## config.mk

```make
export PLATFORM = sky130hd
export DESIGN_NAME = field_edit_ctrl
export DESIGN_NICKNAME = d
export VERILOG_FILES = /design/src/rtl/field_edit_pkg.sv /design/src/rtl/hold_repeat_timer.sv /design/src/rtl/field_edit_ctrl.sv
export SDC_FILE = /design/constraint.sdc
export NUM_CORES = 1
export LEC_CHECK = 0
export CELL_PAD_IN_SITES_DETAIL_PLACEMENT = 0
export CELL_PAD_IN_SITES_GLOBAL_PLACEMENT = 1
export CORE_ASPECT_RATIO = 1.1
export CORE_MARGIN = 1
export CORE_UTILIZATION = 40
export CTS_BUF_LIST = sky130_fd_sc_hd__clkbuf_8 sky130_fd_sc_hd__clkbuf_16
export DETAILED_ROUTE_END_ITERATION = 10
export HOLD_SLACK_MARGIN = 0.02
export PLACE_DENSITY_LB_ADDON = 0.08
export SETUP_SLACK_MARGIN = 0.15
export SLEW_MARGIN = 25
export SYNTH_ARGS = -nofsm -noshare
export SYNTH_HDL_FRONTEND = slang
export SYNTH_SLANG_ARGS = --single-unit
```

## constraint.sdc

```tcl
create_clock -name i_clk -period 8.2 [get_ports i_clk]
set_clock_uncertainty 0.15 [all_clocks]
set_input_delay 0.82 -clock i_clk [delete_from_list [all_inputs] [get_ports i_clk]]
set_output_delay 0.82 -clock i_clk [all_outputs]
set_load 0.02 [all_outputs]
```

## src/rtl/field_edit_pkg.sv

```systemverilog
// field_edit_pkg: shared state type and field indices for the clock/date edit sequencer
package field_edit_pkg;
  typedef enum logic [1:0] {IDLE, EDIT, HOLD_UP, HOLD_DN} state_t;
  localparam int SEL_W = 3;
  localparam logic [SEL_W-1:0] F_HOUR = 3'd0;
  localparam logic [SEL_W-1:0] F_MIN  = 3'd1;
  localparam logic [SEL_W-1:0] F_SEC  = 3'd2;
  localparam logic [SEL_W-1:0] F_DAY  = 3'd3;
  localparam logic [SEL_W-1:0] F_MON  = 3'd4;
  localparam logic [SEL_W-1:0] F_YEAR = 3'd5;
endpackage

```

## src/rtl/hold_repeat_timer.sv

```systemverilog
// hold_repeat_timer: loadable down-counter, ticks on the cycle it would reach zero
module hold_repeat_timer #(
  parameter int W = 32
) (
  input  logic         i_clk,
  input  logic         i_rst_n,
  input  logic         i_load,
  input  logic [W-1:0] i_val,
  input  logic         i_run,
  output logic         o_tick
);
  logic [W-1:0] r_cnt;
  // a load wins; otherwise count down while a hold is in progress
  always_ff @(posedge i_clk or negedge i_rst_n)
    if (!i_rst_n) r_cnt <= '0;
    else if (i_load) r_cnt <= i_val;
    else if (i_run && r_cnt != '0) r_cnt <= r_cnt - 1'b1;
  assign o_tick = i_run && r_cnt == W'(1);
endmodule

```

## src/rtl/field_edit_ctrl.sv

```systemverilog
// field_edit_ctrl: push-button edit sequencer driving enables and up/down strobes for set-point counters
module field_edit_ctrl
  import field_edit_pkg::*;
#(
  parameter int N_FIELDS    = 6,
  parameter int REPEAT_DLY  = 50_000_000,
  parameter int REPEAT_RATE = 10_000_000,
  parameter int TIMEOUT     = 1_000_000_000
) (
  input  logic                i_clk,
  input  logic                i_rst_n,
  input  logic                i_btn_edit,
  input  logic                i_btn_up,
  input  logic                i_btn_down,
  input  logic                i_btn_left,
  input  logic                i_btn_right,
  output logic [N_FIELDS-1:0] o_en_field,
  output logic                o_aum,
  output logic                o_dism,
  output logic [SEL_W-1:0]    o_sel,
  output logic                o_edit_mode
);
  state_t              r_state;
  logic [4:0]          r_prev;
  logic [N_FIELDS-1:0] r_en;
  logic                r_aum, r_dism, r_edit;
  logic [SEL_W-1:0]    r_sel;
  logic [1:0]          r_pend;
  logic [31:0]         r_to;
  logic [4:0]          w_btn, w_rise;
  logic                w_edit_st, w_up_go, w_dn_go, w_hold_u, w_hold_d, w_strobe;
  logic                w_to_hit, w_exit, w_tick;
  logic [1:0]          w_mv, w_apply;
  logic [SEL_W-1:0]    w_sel_n;

  assign w_btn     = {i_btn_edit, i_btn_up, i_btn_down, i_btn_left, i_btn_right};
  assign w_rise    = w_btn & ~r_prev;
  assign w_edit_st = r_state == EDIT && !w_rise[4];
  assign w_up_go   = w_edit_st && w_rise[3] && !w_rise[2];
  assign w_dn_go   = w_edit_st && w_rise[2] && !w_rise[3];
  assign w_hold_u  = r_state == HOLD_UP && i_btn_up && w_tick && !w_rise[4];
  assign w_hold_d  = r_state == HOLD_DN && i_btn_down && w_tick && !w_rise[4];
  assign w_strobe  = w_up_go || w_dn_go || w_hold_u || w_hold_d;
  assign w_to_hit  = r_state != IDLE && w_rise == '0 && !w_strobe && r_to == 32'(TIMEOUT - 1);
  assign w_exit    = r_state != IDLE && (w_rise[4] || w_to_hit);
  // {next, prev}; a move that coincides with a new press is deferred one cycle so the strobe hits the old field
  assign w_mv      = {w_edit_st && w_rise[0] && !w_rise[1], w_edit_st && w_rise[1] && !w_rise[0]};

  // selection after this cycle's deferred or immediate move, wrapping at both ends
  always_comb begin
    w_apply = r_pend | ((w_up_go || w_dn_go) ? 2'b00 : w_mv);
    w_sel_n = w_apply[1] ? (r_sel == SEL_W'(N_FIELDS - 1) ? '0 : r_sel + 1'b1) :
              w_apply[0] ? (r_sel == '0 ? SEL_W'(N_FIELDS - 1) : r_sel - 1'b1) : r_sel;
  end

  hold_repeat_timer #(.W(32)) u_timer (
    .i_clk  (i_clk),
    .i_rst_n(i_rst_n),
    .i_load (w_strobe),
    .i_val  ((w_up_go || w_dn_go) ? 32'(REPEAT_DLY) : 32'(REPEAT_RATE)),
    .i_run  (r_state inside {HOLD_UP, HOLD_DN}),
    .o_tick (w_tick)
  );

  // edit-mode state machine with registered outputs, idle timeout and button history
  always_ff @(posedge i_clk or negedge i_rst_n)
    if (!i_rst_n) begin
      r_state <= IDLE;
      r_prev  <= '0;
      r_en    <= '0;
      r_aum   <= 1'b0;
      r_dism  <= 1'b0;
      r_edit  <= 1'b0;
      r_sel   <= '0;
      r_pend  <= '0;
      r_to    <= '0;
    end else begin
      r_prev <= w_btn;
      r_aum  <= 1'b0;
      r_dism <= 1'b0;
      r_pend <= '0;
      case (r_state)
        IDLE:
          if (w_rise[4]) begin
            r_state <= EDIT;
            r_sel   <= '0;
            r_en    <= N_FIELDS'(1);
            r_edit  <= 1'b1;
            r_to    <= '0;
          end
        default:
          if (w_exit) begin
            r_state <= IDLE;
            r_en    <= '0;
            r_edit  <= 1'b0;
            r_to    <= '0;
          end else begin
            r_sel  <= w_sel_n;
            r_en   <= N_FIELDS'(1) << w_sel_n;
            r_to   <= (w_rise != '0 || w_strobe) ? '0 : r_to + 32'd1;
            r_aum  <= w_up_go || w_hold_u;
            r_dism <= w_dn_go || w_hold_d;
            r_pend <= (w_up_go || w_dn_go) ? w_mv : 2'b00;
            if (w_up_go) r_state <= HOLD_UP;
            else if (w_dn_go) r_state <= HOLD_DN;
            else if ((r_state == HOLD_UP && !i_btn_up) || (r_state == HOLD_DN && !i_btn_down)) r_state <= EDIT;
          end
      endcase
    end

  assign o_en_field  = r_en;
  assign o_aum       = r_aum;
  assign o_dism      = r_dism;
  assign o_sel       = r_sel;
  assign o_edit_mode = r_edit;
endmodule
```

Yosys cells after proc, flatten, opt, wreduce, memory -nomap -nowiden
Index checks and enable logic that the tools add are counted.
{ "word_totals": {"ff_bits": 85, "latch_bits": 0, "mem_bits_rw": 0, "rom_bits": 0, "output_inout_bits": 12, "wordCells": 112, "memories": 0} }
{ "op_classes": {"addsub": 4, "multipliers": 0, "n_div": 0, "n_lt_le_gt_ge": 0, "n_eq_ne": 8, "n_shift": 1, "n_mux": 34, "bitwise": 3, "n_reduce_logical": 52} }
{ "op_table": {"columns": ["op", "count"], "rows": [
  ["$mux W32", 6],
  ["$add A32 B1 Y32 const B", 1],
  ["$eq A32 B1 Y1 const B", 1],
  ["$eq A32 B30 Y1 const B", 1],
  ["$reduce_bool A32 Y1", 1],
  ["$sub A32 B1 Y32 const B", 1],
  ["$mux W26", 1],
  ["$logic_and A1 B1 Y1", 23],
  ["$mux W3", 7],
  ["$mux W2", 10],
  ["$mux W6", 3],
  ["$reduce_bool A5 Y1", 2],
  ["$logic_not A1 Y1", 8],
  ["$logic_or A1 B1 Y1", 8],
  ["$reduce_bool A2 Y1", 4],
  ["$mux W1", 7],
  ["$reduce_and A2 Y1", 3],
  ["$shl A1 B3 Y6 const A", 1],
  ["$and A5 B5 Y5", 1],
  ["$logic_not A5 Y1", 1],
  ["$not A5 Y5", 1],
  ["$eq A2 B2 Y1 const B", 2],
  ["$add A3 B1 Y3 const B", 1],
  ["$eq A3 B3 Y1 const B", 1],
  ["7 further kinds", 7]
]} }

Logic depth before layout (Yosys ltp)
Gate-level depths: netlist of run 1.
{ "depth": {"ltp_word": 16, "mapped_depth": 11, "depth_no_buf": 8} }

Hierarchy
A second synthesis of run 1 with hierarchy kept.
{ "unflattened": {"cells_unflattened": 561, "area_unflattened_um2": 4996.0} }
{ "modules_own_cells": {"columns": ["mod", "n_inst", "cells_per_inst", "area_each_um2"], "rows": [
  ["field_edit_ctrl", 1, 334, 3005.4],
  ["hold_repeat_timer", 1, 227, 1990.7]
]} }

Worst setup path after synthesis of run 1
No wires, ideal clock.
{ "synth_timing": {"path_type": "in2reg", "startpoint": "input port i_btn_down", "endpoint": "register r_to[21]", "t_arrival_ns": 2.662, "required_time_ns": 7.973, "slack_ns": 5.310, "path_stages": 10, "n_path_buf": 3, "cell_sequence": "mux2_2 > and4_1 > and4_1 > buf_2 > or4b_1 > buf_2 > buf_2 > nor2_1 > nor2_1 > a21oi_1"} }
{ "synth_between": {"elab_chain_cells": 13, "elab_cells_between_ends": 23, "cone_classes": "3 x mux; 1 x bitwise; 19 x reduce/logical"} }
{ "synth_lines": {"columns": ["element", "line", "text"], "rows": [
  ["from (decl)", "field_edit_ctrl.sv:14", "input logic i_btn_down,"],
  ["$and A5 B5 Y5", "field_edit_ctrl.sv:37", "assign w_rise = w_btn & ~r_prev;"],
  ["$logic_not A1 Y1 or $logic_and A1 B1 Y1 (tied branches)", "field_edit_ctrl.sv:39, field_edit_ctrl.sv:40", null],
  ["$logic_and A1 B1 Y1, on equally long branches", "field_edit_ctrl.sv:39, field_edit_ctrl.sv:40", null],
  ["$logic_or A1 B1 Y1 (3 in series)", "field_edit_ctrl.sv:43", "assign w_strobe = w_up_go || w_dn_go || w_hold_u || w_hold_d;"],
  ["$logic_not A1 Y1", "field_edit_ctrl.sv:44", "assign w_to_hit = r_state != IDLE && w_rise == '0 && !w_strobe && r_to == 32'(TIMEOUT - 1);"],
  ["$logic_and A1 B1 Y1 (2 in series)", "field_edit_ctrl.sv:44", null],
  ["$logic_or A1 B1 Y1", "field_edit_ctrl.sv:45", "assign w_exit = r_state != IDLE && (w_rise[4] || w_to_hit);"],
  ["$logic_and A1 B1 Y1", "field_edit_ctrl.sv:45", null],
  ["$mux W32 *", "field_edit_ctrl.sv:92", "if (w_exit) begin"],
  ["$mux W32 *", "field_edit_ctrl.sv:82", "case (r_state)"],
  ["to (signal assigned)", "field_edit_ctrl.sv:100", "r_to <= (w_rise != '0 || w_strobe) ? '0 : r_to + 32'd1;"],
  ["to (decl)", "field_edit_ctrl.sv:29", "logic [31:0] r_to;"]
]} }
Every way passes the cells marked *; elsewhere a longest branch is shown, timed or not.
A chain may end at the register's enable or synchronous reset.

Worst setup path in the final report of run 1
{ "layout_timing": {"startpoint": "input port i_btn_up", "endpoint": "register r_to[22]"} }
{ "layout_between": {"elab_chain_cells": 13, "elab_cells_between_ends": 23, "cone_classes": "3 x mux; 1 x bitwise; 19 x reduce/logical"} }
{ "layout_lines": {"columns": ["element", "line", "text"], "rows": [
  ["from (decl)", "field_edit_ctrl.sv:13", "input logic i_btn_up,"],
  ["$and A5 B5 Y5", "field_edit_ctrl.sv:37", null],
  ["$logic_and A1 B1 Y1 or $logic_not A1 Y1 (tied branches)", "field_edit_ctrl.sv:39, field_edit_ctrl.sv:40", null],
  ["$logic_and A1 B1 Y1, on equally long branches", "field_edit_ctrl.sv:39, field_edit_ctrl.sv:40", null],
  ["$logic_or A1 B1 Y1 (3 in series)", "field_edit_ctrl.sv:43", null],
  ["$logic_not A1 Y1", "field_edit_ctrl.sv:44", null],
  ["$logic_and A1 B1 Y1 (2 in series)", "field_edit_ctrl.sv:44", null],
  ["$logic_or A1 B1 Y1", "field_edit_ctrl.sv:45", null],
  ["$logic_and A1 B1 Y1", "field_edit_ctrl.sv:45", null],
  ["$mux W32 *", "field_edit_ctrl.sv:92", null],
  ["$mux W32 *", "field_edit_ctrl.sv:82", null]
]} }
Marks and branches as above.

==> results_tabular.tex, run 1 <==
\begin{tabular}{lr}
\hline
Metric & Value \\
\hline
\multicolumn{2}{l}{\textbf{Timing}} \\
Number of hold-slack violations in the final timing report & 0 \\
Final setup violation count & 0 \\
Final worst path period share & 44.6\% \\
Unrepaired setup endpoints after global routing & false \\
Relative slew margins & 40.3\% \\
Setup TNS after final layout & 0 ps \\
Final min period & 3660 ps \\
Worst Tran Pin Value & 895 ps \\
Slew Viols, Final & 0 \\
Max Fclk & 273 MHz \\
\multicolumn{2}{l}{\textbf{Clock network}} \\
TritonCTS clock tree & done \\
Max clock buf depth & 2 \\
H-Tree Level Count & 3 \\
Clock latency reported for the late side of the worst-skew pair & 350 ps \\
Number of gates given a new drive strength after cts & 0 \\
Hold buffer count at CTS & 0 \\
Clk pin slew, worst setup/hold paths & 60 ps \\
Clock Tree Root & sky130\_fd\_sc\_hd\_\_clkbuf\_16 \\
Number of buffers added by the clock tree synthesis step & 9 \\
Post-CTS setup buffers & 0 \\
Sinks on the clock net & 85 \\
\multicolumn{2}{l}{\textbf{Logic synthesis}} \\
Net Count, Synth & 518 \\
Average instance area after synthesis & 9.08 µm² \\
Mapped cell area & 4590 µm² \\
\#FFs+latches synth & 85 \\
Warnings, synthesis & 0 \\
Async S/R FF share, synth & 100\% \\
Synth Instances & 506 \\
Flip-flop cell with the highest count after synthesis & sky130\_fd\_sc\_hd\_\_dfrtp\_1 \\
Sequential element share of the synthesized area & 46.3\% \\
Count of cell types in the netlist & 53 \\
EDFF count, synth & 0 \\
\multicolumn{2}{l}{\textbf{Floorplan}} \\
Die footprint & 11900 µm² \\
Area of the core & 11100 µm² \\
Starting density of the core & 41.5\% \\
Total I/O pin count & 19 \\
DIE WIDTH & 104 µm \\
Std-Cell Rows & 40 \\
Die height & 114 µm \\
\multicolumn{2}{l}{\textbf{Routing}} \\
Post-detailed-route DRC marker count & 0 \\
Total number of vias & 3728 \\
1st-pass router iterations & 4 \\
Total Routed Length & 10500 µm \\
Routed WL per cell & 15.7 µm \\
Via-per-instance ratio & 5.56 \\
Initial DRC count & 190 \\
Antenna Violating Nets Remaining & 0 \\
\multicolumn{2}{l}{\textbf{Pwr}} \\
Static Leak & 2.07 nW \\
PwrDens & 252 nW/µm² \\
Peak ir drop on the vdd network & 0.117 mV \\
Overall power & 0.00131 W \\
\multicolumn{2}{l}{\textbf{Placed design}} \\
Weighted congestion at the end of routability-driven global placement & 0.812 \\
Detailed Place HPWL & 7200 µm \\
Buffers added on ports & 18 \\
Total placed cells including tap cells & 655 \\
\multicolumn{2}{l}{\textbf{GRT}} \\
Busiest metal layer after global routing & met2 \\
Global routing met3 resource utilization & 4.38\% \\
Gr ovfl total & 0 \\
GRT Resource Usage Total & 19.2\% \\
Global-route wire length before repair & 18100 µm \\
Antenna violations before repair & 0 \\
Met1 usage & 24.7\% \\
Vias in the first global route & 3702 \\
Met2 usage in global routing & 32.0\% \\
Maximum number of pins on one net before global-route repair & 80 \\
\multicolumn{2}{l}{\textbf{Min path}} \\
Path type of the worst min-delay path & in -> async \\
\multicolumn{2}{l}{\textbf{Worst setup path}} \\
Launching element type of the critical path & input pin \\
Endpoint class of the critical path & flip-flop \\
Worst Path Class, Setup & in -> reg \\
Critical path data arrival time & 3780 ps \\
Critical Path RT & 8320 ps \\
Worst Path Max Fanout & 26 \\
\multicolumn{2}{l}{\textbf{Status}} \\
Status & finished clean \\
\multicolumn{2}{l}{\textbf{Final layout}} \\
FILL cells & 1081 \\
Final std cells w/o fill & 671 \\
Layout overhead on the synthesized area & 13.5\% \\
Sequential cell area & 2130 µm² \\
Fraction of final layout cells with drive strength greater than 1 & 5.92\% \\
Area used by multi-input combinational logic & 2350 µm² \\
Count of antenna diodes in the layout & 0 \\
Count of nets after finishing & 531 \\
\multicolumn{2}{l}{\textbf{Flow run}} \\
Max Cap Viol & 0 \\
\hline
\end{tabular}
-- synth_stat cells (11+ instances only) --
| library cell | number | area (µm²) |
|---|---|---|
| sky130_fd_sc_hd__o21ai_0 | 36 | 180 |
| sky130_fd_sc_hd__nor2_1 | 60 | 225 |
| sky130_fd_sc_hd__clkbuf_1 | 14 | 52.6 |
| sky130_fd_sc_hd__nand4_1 | 11 | 68.8 |
| sky130_fd_sc_hd__and3_1 | 12 | 75.1 |
| sky130_fd_sc_hd__xnor2_1 | 27 | 236 |
| sky130_fd_sc_hd__dfrtp_1 | 85 | 2130 |
| sky130_fd_sc_hd__a21oi_1 | 19 | 95.1 |
| sky130_fd_sc_hd__a31oi_1 | 18 | 113 |
| sky130_fd_sc_hd__nand3_1 | 21 | 105 |
| sky130_fd_sc_hd__nor3_1 | 14 | 70.1 |
| sky130_fd_sc_hd__nand2_1 | 60 | 225 |
-- final cells by class --
| cell class | count | area share [%] |
|---|---|---|
| multi-input cells | 394 | 45.1 |
| flip-flops and latches | 85 | 40.8 |
| clock buffers | 9 | 4.32 |
| repair buffers | 21 | 3.91 |
| well taps | 147 | 3.53 |
| clock inverters | 7 | 1.75 |
| inverters | 8 | 0.576 |
-- final timing paths --
path                                    from             to  slack [ps]  depth (start not counted)
setup / recovery                    i_btn_up       r_to[22]        4540                          7
hold / removal                       i_rst_n      r_prev[0]         120                          1
setup reg to reg           u_timer.r_cnt[18]        r_to[6]        4770                          7
hold reg to reg                o_en_field[4]  o_en_field[4]         340                          2
max in group asynchronous            i_rst_n       r_to[16]        6860                          2
min in group i_clk             o_en_field[4]  o_en_field[4]         340                          2
-- power breakdown --
group	switching, W	leakage (nW)	internal, W
clock	0.000170	0.161	0.000266
sequential	0.0000617	1.10	0.000470
combinational	0.000217	0.813	0.000130
-- cell usage in the layout, fill, tap and decap left out, types with 4 or more instances in the layout --
cell type	n
sky130_fd_sc_hd__a21oi_1	19
sky130_fd_sc_hd__a22o_1	4
sky130_fd_sc_hd__a31oi_1	18
sky130_fd_sc_hd__and2_1	5
sky130_fd_sc_hd__and3_1	12
sky130_fd_sc_hd__and4_1	8
sky130_fd_sc_hd__clkbuf_16	9
sky130_fd_sc_hd__clkdlybuf4s50_1	17
sky130_fd_sc_hd__dfrtp_1	85
sky130_fd_sc_hd__ha_1	5
sky130_fd_sc_hd__inv_1	9
sky130_fd_sc_hd__nand2_1	60
sky130_fd_sc_hd__nand2b_1	7
sky130_fd_sc_hd__nand3_1	21
sky130_fd_sc_hd__nand4_1	11
sky130_fd_sc_hd__nor2_1	60
sky130_fd_sc_hd__nor2b_1	9
sky130_fd_sc_hd__nor3_1	14
sky130_fd_sc_hd__nor4_1	9
sky130_fd_sc_hd__o21ai_0	36
sky130_fd_sc_hd__o31ai_1	6
sky130_fd_sc_hd__or3_1	8
sky130_fd_sc_hd__or4_1	4
sky130_fd_sc_hd__xnor2_1	27
sky130_fd_sc_hd__xor2_1	10
-- registers in the layout, indices dropped and copies added (netlist names) --
name,cells
o_aum,1
o_dism,1
o_edit_mode,1
o_en_field,6
o_sel,3
r_pend,2
r_prev,5
r_state,2
r_to,32
u_timer.r_cnt,32
-- stage by stage --
step                      area (µm²)  hold WS (ps)  util [%]  setup slack, ps
final                           5220           124      47.1             4540
after global routing            5220           116      47.1             4300
after CTS                       5210           114      47.1             4540
after detailed placement        4890           319      44.3             4170
after global placement          4890           310      44.3             4260
after floorplan                 4590           287         -             5310
-- logic make-up after synthesis --
kind of cell,share of synthesized area (%)
AO/OA/AOI/OAI,14.5
XOR/XNOR,7.05
buffers and inverters,2.48
multiplexers,0.708
adder cells (fa/ha/maj),1.36
AND/OR/NAND/NOR,27.6
flip-flops,46.3
-- critical path, cell delays in order --
cell and delay [ps]:
sky130_fd_sc_hd__clkdlybuf4s50_1 460, sky130_fd_sc_hd__nor2b_1 200, sky130_fd_sc_hd__xnor2_1 510, sky130_fd_sc_hd__nor2_1 220, sky130_fd_sc_hd__or4b_1 980, sky130_fd_sc_hd__or3_1 490
sky130_fd_sc_hd__o21ai_0 80
-- layer usage --
layer	vias up	wire length, µm
met5	-	0
met4	0	160
met3	14	348
met2	59	5120
met1	1797	4920
li1	1858	-
Power figures use the tool's default switching activity.
==> run 2: changes to the inputs <==
Clock period 8.2 ns to 3.7 ns, I/O delays scaled along.
==> run 2 against run 1 <==
Compared with the run above:
- the run now ends with hold timing left
- clock power is 140% higher
- final cell count up 0.89%
- flip-flop and latch count is the same
- critical path type is now reg -> reg
- clock-buffer cell count is 2 higher
- critical path depth grew 1
- critical endpoint is now r_to[18]
- non-clock buffer count rose by 7
- highest routed layer unchanged
- die area is the same
- via count rose by 2.0%
- register-to-register slack lost 4000 ps
==> results_tabular.tex, run 2 (same netlist as run 1, synthesis figures left out) <==
\begin{tabular}{lr}
\hline
Metric & Value \\
\hline
\multicolumn{2}{l}{\textbf{Pwr}} \\
Overall power & 0.00305 W (+130\%) \\
Static Leak & 2.11 nW (+2.1\%) \\
Peak ir drop on the vdd network & 0.219 mV (+88\%) \\
PwrDens & 575 nW/µm² (+130\%) \\
\multicolumn{2}{l}{\textbf{Routing}} \\
Via-per-instance ratio & 5.62 (+1.1\%) \\
Post-detailed-route DRC marker count & 0 (unchanged) \\
Antenna Violating Nets Remaining & 0 (unchanged) \\
1st-pass router iterations & 4 (unchanged) \\
Initial DRC count & 181 (-4.7\%) \\
Routed WL per cell & 16.3 µm (+3.8\%) \\
Total Routed Length & 11000 µm (+4.7\%) \\
Total number of vias & 3802 (+2.0\%) \\
\multicolumn{2}{l}{\textbf{Final layout}} \\
Fraction of final layout cells with drive strength greater than 1 & 7.17\% (+1.3 points) \\
Highest-count cells in the layout ignoring fill and taps & 85 x sky130\_fd\_sc\_hd\_\_dfrtp\_1, 60 x sky130\_fd\_sc\_hd\_\_nor2\_1, 60 x sky130\_fd\_sc\_hd\_\_nand2\_1 \\
Most common cell after layout, fill and taps aside & sky130\_fd\_sc\_hd\_\_dfrtp\_1 \\
Layout overhead on the synthesized area & 15.3\% \\
Final std cells w/o fill & 677 (+0.89\%) \\
Area used by multi-input combinational logic & 2350 µm² (unchanged) \\
FILL cells & 1049 (-3.0\%) \\
Count of nets after finishing & 538 (+1.3\%) \\
Count of antenna diodes in the layout & 0 (unchanged) \\
Sequential cell area & 2130 µm² (unchanged) \\
Summed area of non-filler cells in the final layout & 5300 µm² (+1.5\%) \\
\multicolumn{2}{l}{\textbf{Floorplan}} \\
DIE WIDTH & 104 µm (unchanged) \\
Die footprint & 11900 µm² (unchanged) \\
Area of the core & 11100 µm² (unchanged) \\
Total I/O pin count & 19 (unchanged) \\
Starting density of the core & 41.5\% (unchanged) \\
Std-Cell Rows & 40 (unchanged) \\
Die height & 114 µm (unchanged) \\
\multicolumn{2}{l}{\textbf{Worst setup path}} \\
Critical path data arrival time & 3030 ps (-750 ps) \\
Launching element type of the critical path & flip-flop \\
Depth of the worst register-to-register path & 8 (+1) \\
Endpoint class of the critical path & flip-flop \\
Worst Path Max Fanout & 26 (unchanged) \\
Critical Path RT & 3770 ps (-4550 ps) \\
Worst Path Class, Setup & reg -> reg \\
\multicolumn{2}{l}{\textbf{Timing}} \\
Max Fclk & 338 MHz \\
Unrepaired setup endpoints after global routing & false \\
Number of hold-slack violations in the final timing report & 4 (+4) \\
Setup TNS after final layout & 0 ps (unchanged) \\
Hold WS & -6.24 ps (-130 ps) \\
Slew Viols, Final & 0 (unchanged) \\
Final worst path period share & 80.0\% \\
Worst setup slack after layout & 741 ps (-3800 ps) \\
Final min period & 2960 ps \\
Relative slew margins & 41.6\% (+1.3 points) \\
Worst Tran Pin Value & 876 ps (-18.8 ps) \\
Final setup violation count & 0 (unchanged) \\
\multicolumn{2}{l}{\textbf{Placed design}} \\
Detailed Place HPWL & 7420 µm (+3.0\%) \\
Weighted congestion at the end of routability-driven global placement & 0.857 (+5.6\%) \\
Buffers added on ports & 18 (unchanged) \\
Setup WS pre-CTS & 434 ps (-3740 ps) \\
Total placed cells including tap cells & 662 (+1.1\%) \\
Cell area reported after detailed placement & 4950 µm² (+1.1\%) \\
\multicolumn{2}{l}{\textbf{Clock network}} \\
Hold buffer count at CTS & 0 (unchanged) \\
Clk pin slew, worst setup/hold paths & 60 ps (about the same) \\
TritonCTS clock tree & done \\
Max clock buf depth & 2 (unchanged) \\
Number of buffers added by the clock tree synthesis step & 9 (unchanged) \\
H-Tree Level Count & 3 (unchanged) \\
Post-CTS setup buffers & 0 (unchanged) \\
Number of gates given a new drive strength after cts & 0 (unchanged) \\
Clock Tree Root & sky130\_fd\_sc\_hd\_\_clkbuf\_16 \\
Clock latency reported for the late side of the worst-skew pair & 340 ps (about the same) \\
Sinks on the clock net & 85 (unchanged) \\
\multicolumn{2}{l}{\textbf{GRT}} \\
Maximum number of pins on one net before global-route repair & 65 (-19\%) \\
Vias in the first global route & 3756 (+1.5\%) \\
Antenna violations before repair & 0 (unchanged) \\
Gr ovfl total & 0 (unchanged) \\
GRT Resource Usage Total & 20.2\% (+0.91 points) \\
Global-route wire length before repair & 19100 µm (+5.2\%) \\
\multicolumn{2}{l}{\textbf{Status}} \\
Violated checks & hold timing \\
Status & finished, violations left \\
\multicolumn{2}{l}{\textbf{Min path}} \\
Path type of the worst min-delay path & in -> async \\
\multicolumn{2}{l}{\textbf{Flow run}} \\
Max Cap Viol & 0 (unchanged) \\
\hline
\end{tabular}
## run 2: cell types whose count changed in the layout (fill, tap and decap cells not counted), sizes merged
cell	change
buf	+7
clkinv	-3
clkbuf	+2
bufinv	+1
inv	-1
## run 2: path summary, 6_finish.rpt
path / startpoint / to / slack, ps
worst max-delay path: u_timer.r_cnt[10] / r_to[18] / 740
worst min-delay path: i_rst_n / r_prev[2] / -6
worst max register to register: u_timer.r_cnt[10] / r_to[18] / 740
worst min register to register: r_to[28] / r_to[28] / 330
max in group asynchronous: i_rst_n / r_to[25] / 2660
min in group i_clk: r_to[28] / r_to[28] / 330
## run 2: power breakdown
group          switching [W]  internal, W  total, W
Clock               0.000369     0.000692   0.00106
Combinational       0.000493     0.000312  0.000805
Sequential          0.000140      0.00104   0.00118
Total                0.00100      0.00205   0.00305
## run 2: per-layer routing
layer	wire length [µm]	track usage [%]	up-vias
li1	-	-	1867
met1	5250	26.5	1864
met2	5350	33.6	58
met3	273	2.96	13
met4	167	8.10	0
met5	0	0	-
## run 2: cell type report
| type | count | area share [%] |
|---|---|---|
| clock buffer | 11 | 4.77 |
| clock inverter | 4 | 1.80 |
| inverter | 8 | 0.567 |
| tap | 147 | 3.47 |
| multi-input combinational | 394 | 44.4 |
| sequential | 85 | 40.2 |
| timing repair buffer | 28 | 4.77 |
## run 2: through the flow
step	hold slack (ps)	util (%)
6_report	-6.24	47.9
2_1_floorplan	-75.6	-
3_3_place_gp	306	44.7
4_1_cts	24.0	47.9
3_5_place_dp	316	44.7
5_1_grt	60.2	47.9
## run 2: worst max-delay path, cell delays in order (launching register included)
cell and delay (ps):
sky130_fd_sc_hd__dfrtp_1 400, sky130_fd_sc_hd__or4_1 610, sky130_fd_sc_hd__nor4_2 410, sky130_fd_sc_hd__and4_1 480, sky130_fd_sc_hd__or4b_1 190, sky130_fd_sc_hd__buf_4 280, sky130_fd_sc_hd__nor2b_1 80, sky130_fd_sc_hd__o21ai_0 140
sky130_fd_sc_hd__o31ai_1 90
